File: config.mk
export PLATFORM = sky130hd
export DESIGN_NAME = jedro_1_decode_stage
export DESIGN_NICKNAME = d
export VERILOG_FILES = /design/src/rtl/jedro_1_decode_stage_pkg.sv /design/src/rtl/jedro_1_decode_comb.sv /design/src/rtl/jedro_1_decode_stage.sv
export SDC_FILE = /design/constraint.sdc
export NUM_CORES = 1
export LEC_CHECK = 0
export ABC_AREA = 1
export CAP_MARGIN = 20
export CORE_MARGIN = 3
export CORE_UTILIZATION = 57
export DETAILED_ROUTE_END_ITERATION = 6
export PLACE_DENSITY_LB_ADDON = 0.2
export SLEW_MARGIN = 20
export SYNTH_ARGS = -nofsm -noshare
export SYNTH_HDL_FRONTEND = slang
export SYNTH_SLANG_ARGS = --single-unit
File: constraint.sdc
create_clock -name clk_i -period 3.7 [get_ports clk_i]
set_clock_uncertainty 0.05 [all_clocks]
set_input_delay 0.74 -clock clk_i [delete_from_list [all_inputs] [get_ports clk_i]]
set_output_delay 0.74 -clock clk_i [all_outputs]
set_load 0.02 [all_outputs]
File: src/rtl/jedro_1_decode_stage_pkg.sv
// Shared encodings for the jedro_1 decode stage: opcodes, instruction classes,
// ALU op codes, immediate formats and the immediate extraction helper.
package jedro_1_decode_stage_pkg;

  localparam int DATA_WIDTH_DEF = 32;

  localparam logic [6:0] OPC_LOAD    = 7'b0000011;
  localparam logic [6:0] OPC_MISCMEM = 7'b0001111;
  localparam logic [6:0] OPC_OPIMM   = 7'b0010011;
  localparam logic [6:0] OPC_AUIPC   = 7'b0010111;
  localparam logic [6:0] OPC_STORE   = 7'b0100011;
  localparam logic [6:0] OPC_OP      = 7'b0110011;
  localparam logic [6:0] OPC_LUI     = 7'b0110111;
  localparam logic [6:0] OPC_BRANCH  = 7'b1100011;
  localparam logic [6:0] OPC_JALR    = 7'b1100111;
  localparam logic [6:0] OPC_JAL     = 7'b1101111;
  localparam logic [6:0] OPC_SYSTEM  = 7'b1110011;

  typedef enum logic [3:0] {
    CLS_LOAD    = 4'd0,
    CLS_MISCMEM = 4'd1,
    CLS_OPIMM   = 4'd2,
    CLS_AUIPC   = 4'd3,
    CLS_STORE   = 4'd4,
    CLS_OP      = 4'd5,
    CLS_LUI     = 4'd6,
    CLS_BRANCH  = 4'd7,
    CLS_JALR    = 4'd8,
    CLS_JAL     = 4'd9,
    CLS_SYSTEM  = 4'd10
  } instr_class_e;

  localparam logic [3:0] ALU_ADD = 4'b0000;

  typedef enum logic [2:0] {
    IMM_NONE = 3'd0,
    IMM_I    = 3'd1,
    IMM_S    = 3'd2,
    IMM_B    = 3'd3,
    IMM_U    = 3'd4,
    IMM_J    = 3'd5
  } imm_fmt_e;

  function automatic logic [31:0] gen_imm(input logic [31:0] w, input imm_fmt_e fmt);
    logic [31:0] r;
    case (fmt)
      IMM_I:   r = {{20{w[31]}}, w[31:20]};
      IMM_S:   r = {{20{w[31]}}, w[31:25], w[11:7]};
      IMM_B:   r = {{19{w[31]}}, w[31], w[7], w[30:25], w[11:8], 1'b0};
      IMM_U:   r = {w[31:12], 12'h000};
      IMM_J:   r = {{11{w[31]}}, w[31], w[19:12], w[20], w[30:21], 1'b0};
      default: r = 32'h0000_0000;
    endcase
    return r;
  endfunction

endpackage

File: src/rtl/jedro_1_decode_comb.sv
// Purely combinational RV32I/RV32E decoder: instruction word in, decoded bundle
// out, including immediate generation and the legality check.
module jedro_1_decode_comb
  import jedro_1_decode_stage_pkg::*;
#(
  parameter int DATA_WIDTH     = DATA_WIDTH_DEF,
  parameter int REG_ADDR_WIDTH = 5,
  parameter int ALU_OP_WIDTH   = 4
) (
  input  logic [31:0]               instr_i,
  output logic [3:0]                instr_class_o,
  output logic [ALU_OP_WIDTH-1:0]   alu_op_sel_o,
  output logic                      op_b_imm_o,
  output logic [REG_ADDR_WIDTH-1:0] rs1_addr_o,
  output logic [REG_ADDR_WIDTH-1:0] rs2_addr_o,
  output logic [REG_ADDR_WIDTH-1:0] rd_addr_o,
  output logic                      rd_we_o,
  output logic [DATA_WIDTH-1:0]     imm_o,
  output logic                      illegal_instr_o
);

  localparam bit RVE = (REG_ADDR_WIDTH == 32'sd4);

  logic [6:0]   w_opcode;
  logic [2:0]   w_f3;
  logic [6:0]   w_f7;
  instr_class_e w_class;
  imm_fmt_e     w_fmt;
  logic [3:0]   w_alu;
  logic         w_known, w_bad, w_opb, w_use_rs1, w_use_rs2, w_use_rd, w_writes;
  logic         w_rve_bad, w_illegal;

  assign w_opcode = instr_i[6:0];
  assign w_f3     = instr_i[14:12];
  assign w_f7     = instr_i[31:25];

  // per-opcode class, operand usage and field legality
  always_comb begin
    w_known   = 1'b1;
    w_bad     = 1'b0;
    w_class   = CLS_LOAD;
    w_fmt     = IMM_NONE;
    w_alu     = ALU_ADD;
    w_opb     = 1'b0;
    w_use_rs1 = 1'b0;
    w_use_rs2 = 1'b0;
    w_use_rd  = 1'b0;
    w_writes  = 1'b0;
    case (w_opcode)
      OPC_LOAD: begin
        w_class = CLS_LOAD;  w_fmt = IMM_I; w_opb = 1'b1;
        w_use_rs1 = 1'b1; w_use_rd = 1'b1; w_writes = 1'b1;
        w_bad = (w_f3 == 3'b011) || (w_f3 == 3'b110) || (w_f3 == 3'b111);
      end
      OPC_MISCMEM: begin
        w_class = CLS_MISCMEM; w_fmt = IMM_I;
      end
      OPC_OPIMM: begin
        w_class = CLS_OPIMM; w_fmt = IMM_I; w_opb = 1'b1;
        w_use_rs1 = 1'b1; w_use_rd = 1'b1; w_writes = 1'b1;
        w_alu = {(w_f3 == 3'b101) ? w_f7[5] : 1'b0, w_f3};
        w_bad = ((w_f3 == 3'b001) && (w_f7 != 7'b0000000)) ||
                ((w_f3 == 3'b101) && (w_f7 != 7'b0000000) && (w_f7 != 7'b0100000));
      end
      OPC_AUIPC: begin
        w_class = CLS_AUIPC; w_fmt = IMM_U; w_opb = 1'b1;
        w_use_rd = 1'b1; w_writes = 1'b1;
      end
      OPC_STORE: begin
        w_class = CLS_STORE; w_fmt = IMM_S; w_opb = 1'b1;
        w_use_rs1 = 1'b1; w_use_rs2 = 1'b1;
        w_bad = (w_f3 > 3'b010);
      end
      OPC_OP: begin
        w_class = CLS_OP; w_alu = {w_f7[5], w_f3};
        w_use_rs1 = 1'b1; w_use_rs2 = 1'b1; w_use_rd = 1'b1; w_writes = 1'b1;
        w_bad = !((w_f7 == 7'b0000000) ||
                  ((w_f7 == 7'b0100000) && ((w_f3 == 3'b000) || (w_f3 == 3'b101))));
      end
      OPC_LUI: begin
        w_class = CLS_LUI; w_fmt = IMM_U; w_opb = 1'b1;
        w_use_rd = 1'b1; w_writes = 1'b1;
      end
      OPC_BRANCH: begin
        w_class = CLS_BRANCH; w_fmt = IMM_B;
        w_use_rs1 = 1'b1; w_use_rs2 = 1'b1;
        w_bad = (w_f3 == 3'b010) || (w_f3 == 3'b011);
      end
      OPC_JALR: begin
        w_class = CLS_JALR; w_fmt = IMM_I; w_opb = 1'b1;
        w_use_rs1 = 1'b1; w_use_rd = 1'b1; w_writes = 1'b1;
        w_bad = (w_f3 != 3'b000);
      end
      OPC_JAL: begin
        w_class = CLS_JAL; w_fmt = IMM_J; w_opb = 1'b1;
        w_use_rd = 1'b1; w_writes = 1'b1;
      end
      OPC_SYSTEM: begin
        w_class = CLS_SYSTEM; w_fmt = IMM_I;
      end
      default: begin
        w_known = 1'b0;
      end
    endcase
  end

  // RV32E only has x0-x15, so bit 4 of any register field actually used is illegal
  assign w_rve_bad = RVE && ((w_use_rs1 && instr_i[19]) ||
                             (w_use_rs2 && instr_i[24]) ||
                             (w_use_rd  && instr_i[11]));
  assign w_illegal = !w_known || w_bad || w_rve_bad;

  assign instr_class_o   = w_class;
  assign alu_op_sel_o    = ALU_OP_WIDTH'(w_alu);
  assign op_b_imm_o      = w_opb;
  assign rs1_addr_o      = instr_i[15 +: REG_ADDR_WIDTH];
  assign rs2_addr_o      = instr_i[20 +: REG_ADDR_WIDTH];
  assign rd_addr_o       = instr_i[7 +: REG_ADDR_WIDTH];
  assign rd_we_o         = w_writes && !w_illegal;
  assign imm_o           = DATA_WIDTH'($signed(gen_imm(instr_i, w_fmt)));
  assign illegal_instr_o = w_illegal;

endmodule

File: src/rtl/jedro_1_decode_stage.sv
// Registered decode stage: wraps the combinational decoder with an input
// handshake, an output register and an optional one-entry skid register.
module jedro_1_decode_stage
  import jedro_1_decode_stage_pkg::*;
#(
  parameter int DATA_WIDTH     = DATA_WIDTH_DEF,
  parameter int REG_ADDR_WIDTH = 5,
  parameter int ALU_OP_WIDTH   = 4,
  parameter bit SKID_EN        = 1'b1
) (
  input  logic                      clk_i,
  input  logic                      rst_i,
  input  logic [31:0]               instr_i,
  input  logic                      instr_valid_i,
  output logic                      instr_ready_o,
  input  logic                      flush_i,
  output logic                      out_valid_o,
  input  logic                      out_ready_i,
  output logic [3:0]                instr_class_o,
  output logic [ALU_OP_WIDTH-1:0]   alu_op_sel_o,
  output logic                      op_b_imm_o,
  output logic [REG_ADDR_WIDTH-1:0] rs1_addr_o,
  output logic [REG_ADDR_WIDTH-1:0] rs2_addr_o,
  output logic [REG_ADDR_WIDTH-1:0] rd_addr_o,
  output logic                      rd_we_o,
  output logic [DATA_WIDTH-1:0]     imm_o,
  output logic                      illegal_instr_o
);

  localparam int BW = 4 + ALU_OP_WIDTH + 1 + 3 * REG_ADDR_WIDTH + 1 + DATA_WIDTH + 1;

  logic [3:0]                w_class;
  logic [ALU_OP_WIDTH-1:0]   w_alu;
  logic                      w_opb, w_we, w_ill;
  logic [REG_ADDR_WIDTH-1:0] w_rs1, w_rs2, w_rd;
  logic [DATA_WIDTH-1:0]     w_imm;
  logic [BW-1:0]             w_dec, r_out, r_skid;
  logic                      r_out_valid, r_skid_valid, r_ready;
  logic                      w_accept, w_hold;

  jedro_1_decode_comb #(
    .DATA_WIDTH     (DATA_WIDTH),
    .REG_ADDR_WIDTH (REG_ADDR_WIDTH),
    .ALU_OP_WIDTH   (ALU_OP_WIDTH)
  ) u_decode (
    .instr_i         (instr_i),
    .instr_class_o   (w_class),
    .alu_op_sel_o    (w_alu),
    .op_b_imm_o      (w_opb),
    .rs1_addr_o      (w_rs1),
    .rs2_addr_o      (w_rs2),
    .rd_addr_o       (w_rd),
    .rd_we_o         (w_we),
    .imm_o           (w_imm),
    .illegal_instr_o (w_ill)
  );

  assign w_dec    = {w_class, w_alu, w_opb, w_rs1, w_rs2, w_rd, w_we, w_imm, w_ill};
  assign w_hold   = r_out_valid && !out_ready_i;
  assign w_accept = instr_valid_i && instr_ready_o;

  // Without the skid entry the skid never fills, so r_ready only masks reset.
  assign instr_ready_o = SKID_EN ? r_ready
                                 : (r_ready && (!r_out_valid || out_ready_i || flush_i));

  // output/skid registers; flush beats both hold and accept
  always_ff @(posedge clk_i) begin
    if (rst_i) begin
      r_out_valid  <= 1'b0;
      r_skid_valid <= 1'b0;
      r_ready      <= 1'b0;
      r_out        <= '0;
      r_skid       <= '0;
    end else if (flush_i) begin
      r_out_valid  <= 1'b0;
      r_skid_valid <= 1'b0;
      r_ready      <= 1'b1;
    end else if (w_hold) begin
      if (w_accept) begin
        r_skid       <= w_dec;
        r_skid_valid <= 1'b1;
        r_ready      <= 1'b0;
      end else begin
        r_ready <= !r_skid_valid;
      end
    end else if (r_skid_valid) begin
      r_out        <= r_skid;
      r_out_valid  <= 1'b1;
      r_skid_valid <= 1'b0;
      r_ready      <= 1'b1;
    end else begin
      r_out_valid <= w_accept;
      r_ready     <= 1'b1;
      if (w_accept) begin
        r_out <= w_dec;
      end else begin
        r_out <= r_out;
      end
    end
  end

  assign out_valid_o = r_out_valid;
  assign {instr_class_o, alu_op_sel_o, op_b_imm_o, rs1_addr_o, rs2_addr_o,
          rd_addr_o, rd_we_o, imm_o, illegal_instr_o} = r_out;

endmodule

==> impl_metrics.yaml, run 1 <==
clock_network:
  cts_root_buf: "clkbuf_8"
  clk_latency_ps: 530
  cts_resized: 0
  clock-sinks: 119
  clkTransAtPathRegs_ps: 60
  cts-buffers-inserted: 17
  ctsHoldBuffers: 0
  post-cts-setup-buffers: 0
  tritoncts: "built"
  htreeDepth: 4
  clk_path_buf_depth: 2
synth:
  synth_cell_types: 30
  ys_ff_latch: 119
  synth_top_area_frac: 0.425
  yosysMostFrequentCell: "nand2_1"
  synth_commonest_cells: "155 x nand2_1, 125 x nor2_1, 119 x dfxtp_1"
  syn_inst: 809
  syn-cell-area_um2: 5600
  synth.largest_area_cell: "dfxtp_1"
  synth_fp_nets: 846
  synth-seq-area-share: 0.425
  synth-edff-count: 0
  avgSynthCellArea_um2: 6.92
  yosysWarnings: 0
  synth_area_leaders: "dfxtp_1 43%, nand2_1 10%, nor2_1 8.4%, a21oi_1 6.4%, o21ai_0 4.8%"
  async_flop_share: 0
  synthFlopType: "dfxtp_1"
route:
  wl_per_cell_um: 16.2
  vias: 5894
  firstDrtPassIters: 7
  drc: 0
  viasPerCell: 5.76
  totalWireLength_um: 16600
  drt-initial-drc-count: 487
  ant_nets: 0
floorplanning:
  io_pins: 97
  start_util: 0.595
  die_width_um: 105
  rows: 35
  dieArea_um2: 11100
  dieHeight_um: 105
  core_area_um2: 9420
finish:
  postLayoutCellArea_um2: 7170
  layout-drive-gt1-share: 0.0861
  nNetsFinal: 918
  antenna_cells: 0
  area_growth_pct: 28.0
  fillers: 754
run:
  cap_violations: 0
timing:
  rsz0062_at_grt: "no"
  slew_viol_final: 0
  setup_viol: 0
  worstMarginPinSlew_ps: 906
  fin_crit_ps: 2540
  whs_ps: 413
  final.period_utilization: 0.686
  hold_viol: 0
  finalWorstSetupSlack_ps: 1160
  fmax_ghz: 0.394
  setup_tns_ps: 0
  slew_headroom: 0.396
global_routing:
  grt_pass1_vias: 5807
  grt_max_degree: 94
  track_usage: 0.306
  antenna_found_initial: 0
  gr-total-overflow: 0
  grt_pass1_wl_um: 27700
worst_setup_path:
  r2r_slack_ps: 1410
  crit_start: "out_ready_i"
  arrival_ps: 2910
  worstSetupEndpointType: "flip-flop"
  critPathLaunchType: "input port"
  required_ps: 4070
  rr_endpoint: "r_out[0]"
  path_class: "in2reg"
  reg2regPathDepth: 10
  critPathMaxFanout: 93
  timing.rr.start: "r_skid_valid"
placement:
  hpwl_um: 10700
  dpl_cell_area_um2: 6580
  place.gp.congestion: 0.877
  io_buffers: 96
  detailedPlace.worstSlack_ps: 711
power_and_ir_drop:
  power_mw: 3.20
  leakage_nw: 3.35
  powerDensity_nw_per_um2: 447
  peakVddDrop_mv: 0.298
worst_hold_path:
  min-delay-start: "r_out[26]"
  hold_path.class: "reg2reg"
  holdPathEnd: "r_out[26]"
  hold_depth: 2
status:
  outcome: "completed"
sequential cells by signal (all words and copies together), names as in the netlist:
register,cells
instr_ready_o,1
out_valid_o,1
r_out,58
r_skid,58
r_skid_valid,1
through the flow:
stage           util  instances
3_5_place_dp   0.699        991
4_1_cts        0.761       1023
5_1_grt        0.761       1023
2_1_floorplan      -        809
6_report       0.761       1023
3_3_place_gp   0.699        991
cells by family after synthesis:
kind of cell           count (synthesis)  share of synthesized area
AOI/OAI and AO/OA                    210                      0.210
buffers and inverters                120                     0.0844
DFF                                  119                      0.425
and+or+nand+nor                      360                      0.280
critical path: stages:
cell and delay [ps]:
clkdlybuf4s50_1 400, nor2_1 300, inv_1 150, nor3_4 140, buf_4 740, nand3_1 190, o211ai_1 150, inv_1 60
layout make-up:
type                    count  area (um^2)  share of cell area
clock buffers              20          435              0.0607
clock inverters            12          153              0.0213
inverters                  69          259              0.0361
multi-input cells         570         2760               0.385
flip-flops and latches    119         2380               0.332
well taps                 129          161              0.0225
repair buffers            104         1020               0.142
metal layers:
metal / global-route usage / part of all wire / wire (um) / up-vias
met5: 0 / 0 / 0 / -
met4: 0.108 / 0.030 / 498 / 0
met3: 0.0766 / 0.080 / 1320 / 43
met2: 0.521 / 0.48 / 8030 / 294
met1: 0.377 / 0.41 / 6710 / 2720
li1: - / - / - / 2837
layout by cell type (no fill, tap or decap), types with 23 or more instances in the layout:
cell             count
o211ai_1            29
nor2_1             125
a21oi_1             72
dfxtp_1            119
a31oi_1             23
clkdlybuf4s50_1     96
inv_1               56
nand2_1            155
o21ai_0             54
nand3_1             37
o21ai_1             23
worst max-delay path by stage:
stage,endpoint,depth (start not counted),slack (ps)
final,r_skid[23],8,1160
after global routing,r_skid[17],9,1030
after CTS,r_skid[23],8,1220
after detailed placement,r_skid[28],8,710
after global placement,r_skid[25],8,800
after floorplan,r_out[12],11,1640
where the power goes:
| part | switching [mW] | leakage (nW) | internal, mW |
|---|---|---|---|
| registers | 0.0102 | 0.962 | 1.30 |
| clock network | 0.603 | 0.289 | 1.04 |
| logic | 0.149 | 2.10 | 0.0979 |
| total | 0.762 | 3.35 | 2.44 |
No activity file was read; power rests on OpenSTA's default activity.
==> run 2: changes to the inputs <==
Settings changed: CORE_UTILIZATION 57 to 48.
Clock period 3.7 ns to 2.1 ns, I/O delays scaled along.
==> impl_metrics.yaml, run 2 (synthesized netlist as in run 1, its figures left out) <==
status:
  outcome: "completed"
power_and_ir_drop:
  pwr-share-seq: 0.438
  p_sw_mw: 1.24
  clockPowerShare: 0.470
  leakage_nw: 3.64
  peakVddDrop_mv: 0.621
  powerDensity_nw_per_um2: 691
  p_comb_frac: 0.093
  p_int_mw: 4.05
  swShare: 0.235
  power_mw: 5.29
global_routing:
  gr-total-overflow: 0
  grt_max_degree: 72
  grt_pass1_wl_um: 27400
  antenna_found_initial: 0
  grt_pass1_vias: 5662
  track_usage: 0.261
clock_network:
  cts-buffers-inserted: 17
  htreeDepth: 4
  clk_latency_ps: 410
  clk_path_buf_depth: 2
  tritoncts: "built"
  cts_resized: 0
  ctsHoldBuffers: 0
  clock-sinks: 119
  post-cts-setup-buffers: 0
  clkTransAtPathRegs_ps: 50
  cts_root_buf: "clkbuf_16"
worst_hold_path:
  hold_path.class: "reg2reg"
  hold_depth: 2
worst_setup_path:
  r2r_slack_ps: 430
  crit_end: "r_out[3]"
  path_class: "in2reg"
  critPathMaxFanout: 5
  timing.rr.start: "out_valid_o"
  critPathLaunchType: "input port"
  required_ps: 2340
  cp_cell_sequence: "clkdlybuf4s50_1, inv_2, nand2_1, nor2_2, nand2_2, nand2_1, nor2_2, nand3_2, a21oi_1, nand2_1, nand2_1, a21oi_1"
  reg2regPathDepth: 9
  cpMaxStageDelayCell: "clkdlybuf4s50_1"
  arrival_ps: 2270
  crit_path_frequent_cell: "nand2_1"
  slowest_delay_ps: 560
  crit_start: "instr_i[4]"
  worstSetupEndpointType: "flip-flop"
  rr_endpoint: "r_skid[55]"
floorplanning:
  rows: 38
  start_util: 0.503
  dieArea_um2: 13000
  dieHeight_um: 114
  die_width_um: 114
  core_area_um2: 11100
  io_pins: 97
timing:
  setup_tns_ps: 0
  hold_viol: 0
  worstMarginPinSlew_ps: 698
  fmax_ghz: 0.491
  rsz0062_at_grt: "yes"
  fin_crit_ps: 2040
  slew_viol_final: 0
  final.period_utilization: 0.970
  slew_headroom: 0.534
  setup_viol: 0
route:
  viasPerCell: 5.36
  vias: 5846
  wl_per_cell_um: 14.9
  drt-initial-drc-count: 451
  ant_nets: 0
  drc: 0
  totalWireLength_um: 16300
  firstDrtPassIters: 5
finish:
  layout_commonest_cell: "nand2_1"
  final_cell_mix: "155 x nand2_1, 125 x nor2_1, 119 x dfxtp_1"
  fin_util: 0.688
  area_growth_pct: 36.7
  antenna_cells: 0
  layout-drive-gt1-share: 0.141
  reg.largest.list: "r_out x58, r_skid x58"
  postLayoutCellArea_um2: 7660
  stdcell_count: 1091
  nNetsFinal: 979
  fillers: 939
run:
  cap_violations: 0
placement:
  place.gp.congestion: 0.900
  hpwl_um: 11400
  place_inst: 1063
  dpl_cell_area_um2: 7150
  io_buffers: 96
==> run 2: cell count changes in the layout (fill, tap and decap cells not counted), sizes merged <==
cell and change:
buf +61, clkinv -4, clkbuf +3, bufinv -3
==> run 2: how the worst min path moves through the flow <==
stage,startpoint,end,slack [ps]
finish,r_out[9],r_out[9],410
global route,r_out[9],r_out[9],430
CTS,r_out[14],r_out[14],410
detailed placement,r_out[3],r_out[3],410
global placement,r_out[3],r_out[3],400
floorplan,r_skid[34],r_out[34],400
==> run 2: cell type report <==
| cell class | count | area, um^2 | share of cell area |
|---|---|---|---|
| clock inverters | 5 | 27.5 | 0.00359 |
| inverters | 69 | 259 | 0.0338 |
| multi-input cells | 570 | 2770 | 0.361 |
| well taps | 140 | 175 | 0.0229 |
| clock buffers | 23 | 468 | 0.0611 |
| repair buffers | 165 | 1580 | 0.206 |
| flip-flops and latches | 119 | 2380 | 0.311 |
==> run 2: worst max-delay path, delay by kind of cell <==
family / cells / cell delay [ps]
simple gates: 8 / 900
compound gates: 2 / 330
buf+inv: 2 / 620
==> run 2: layer usage <==
metal | wire [um] | share of wire | vias to the layer above | global-route usage
met3 | 988 | 0.061 | 18 | 0.0605
met2 | 7840 | 0.48 | 200 | 0.423
met1 | 7190 | 0.44 | 2679 | 0.339
met4 | 246 | 0.015 | 0 | 0.0998
li1 | - | - | 2949 | -
met5 | 0 | 0 | - | 0
==> run 2: metrics by stage <==
| stage | worst slack, ps | hold slack [ps] |
|---|---|---|
| 4_1_cts | 139 | 413 |
| 3_5_place_dp | -249 | 405 |
| 6_report | 62.9 | 409 |
| 2_1_floorplan | 362 | 397 |
| 5_1_grt | -33.7 | 432 |
| 3_3_place_gp | -248 | 401 |
==> run 2: power groups by stage <==
stage          Clock, mW  Sequential, mW  Combinational, mW
6_report            2.48            2.32              0.489
5_1_grt             2.62            2.32              0.533
4_1_cts             2.52            2.32              0.489
3_5_place_dp           0            2.36              0.486
3_3_place_gp           0            2.36              0.482
2_1_floorplan          0            2.40              0.181
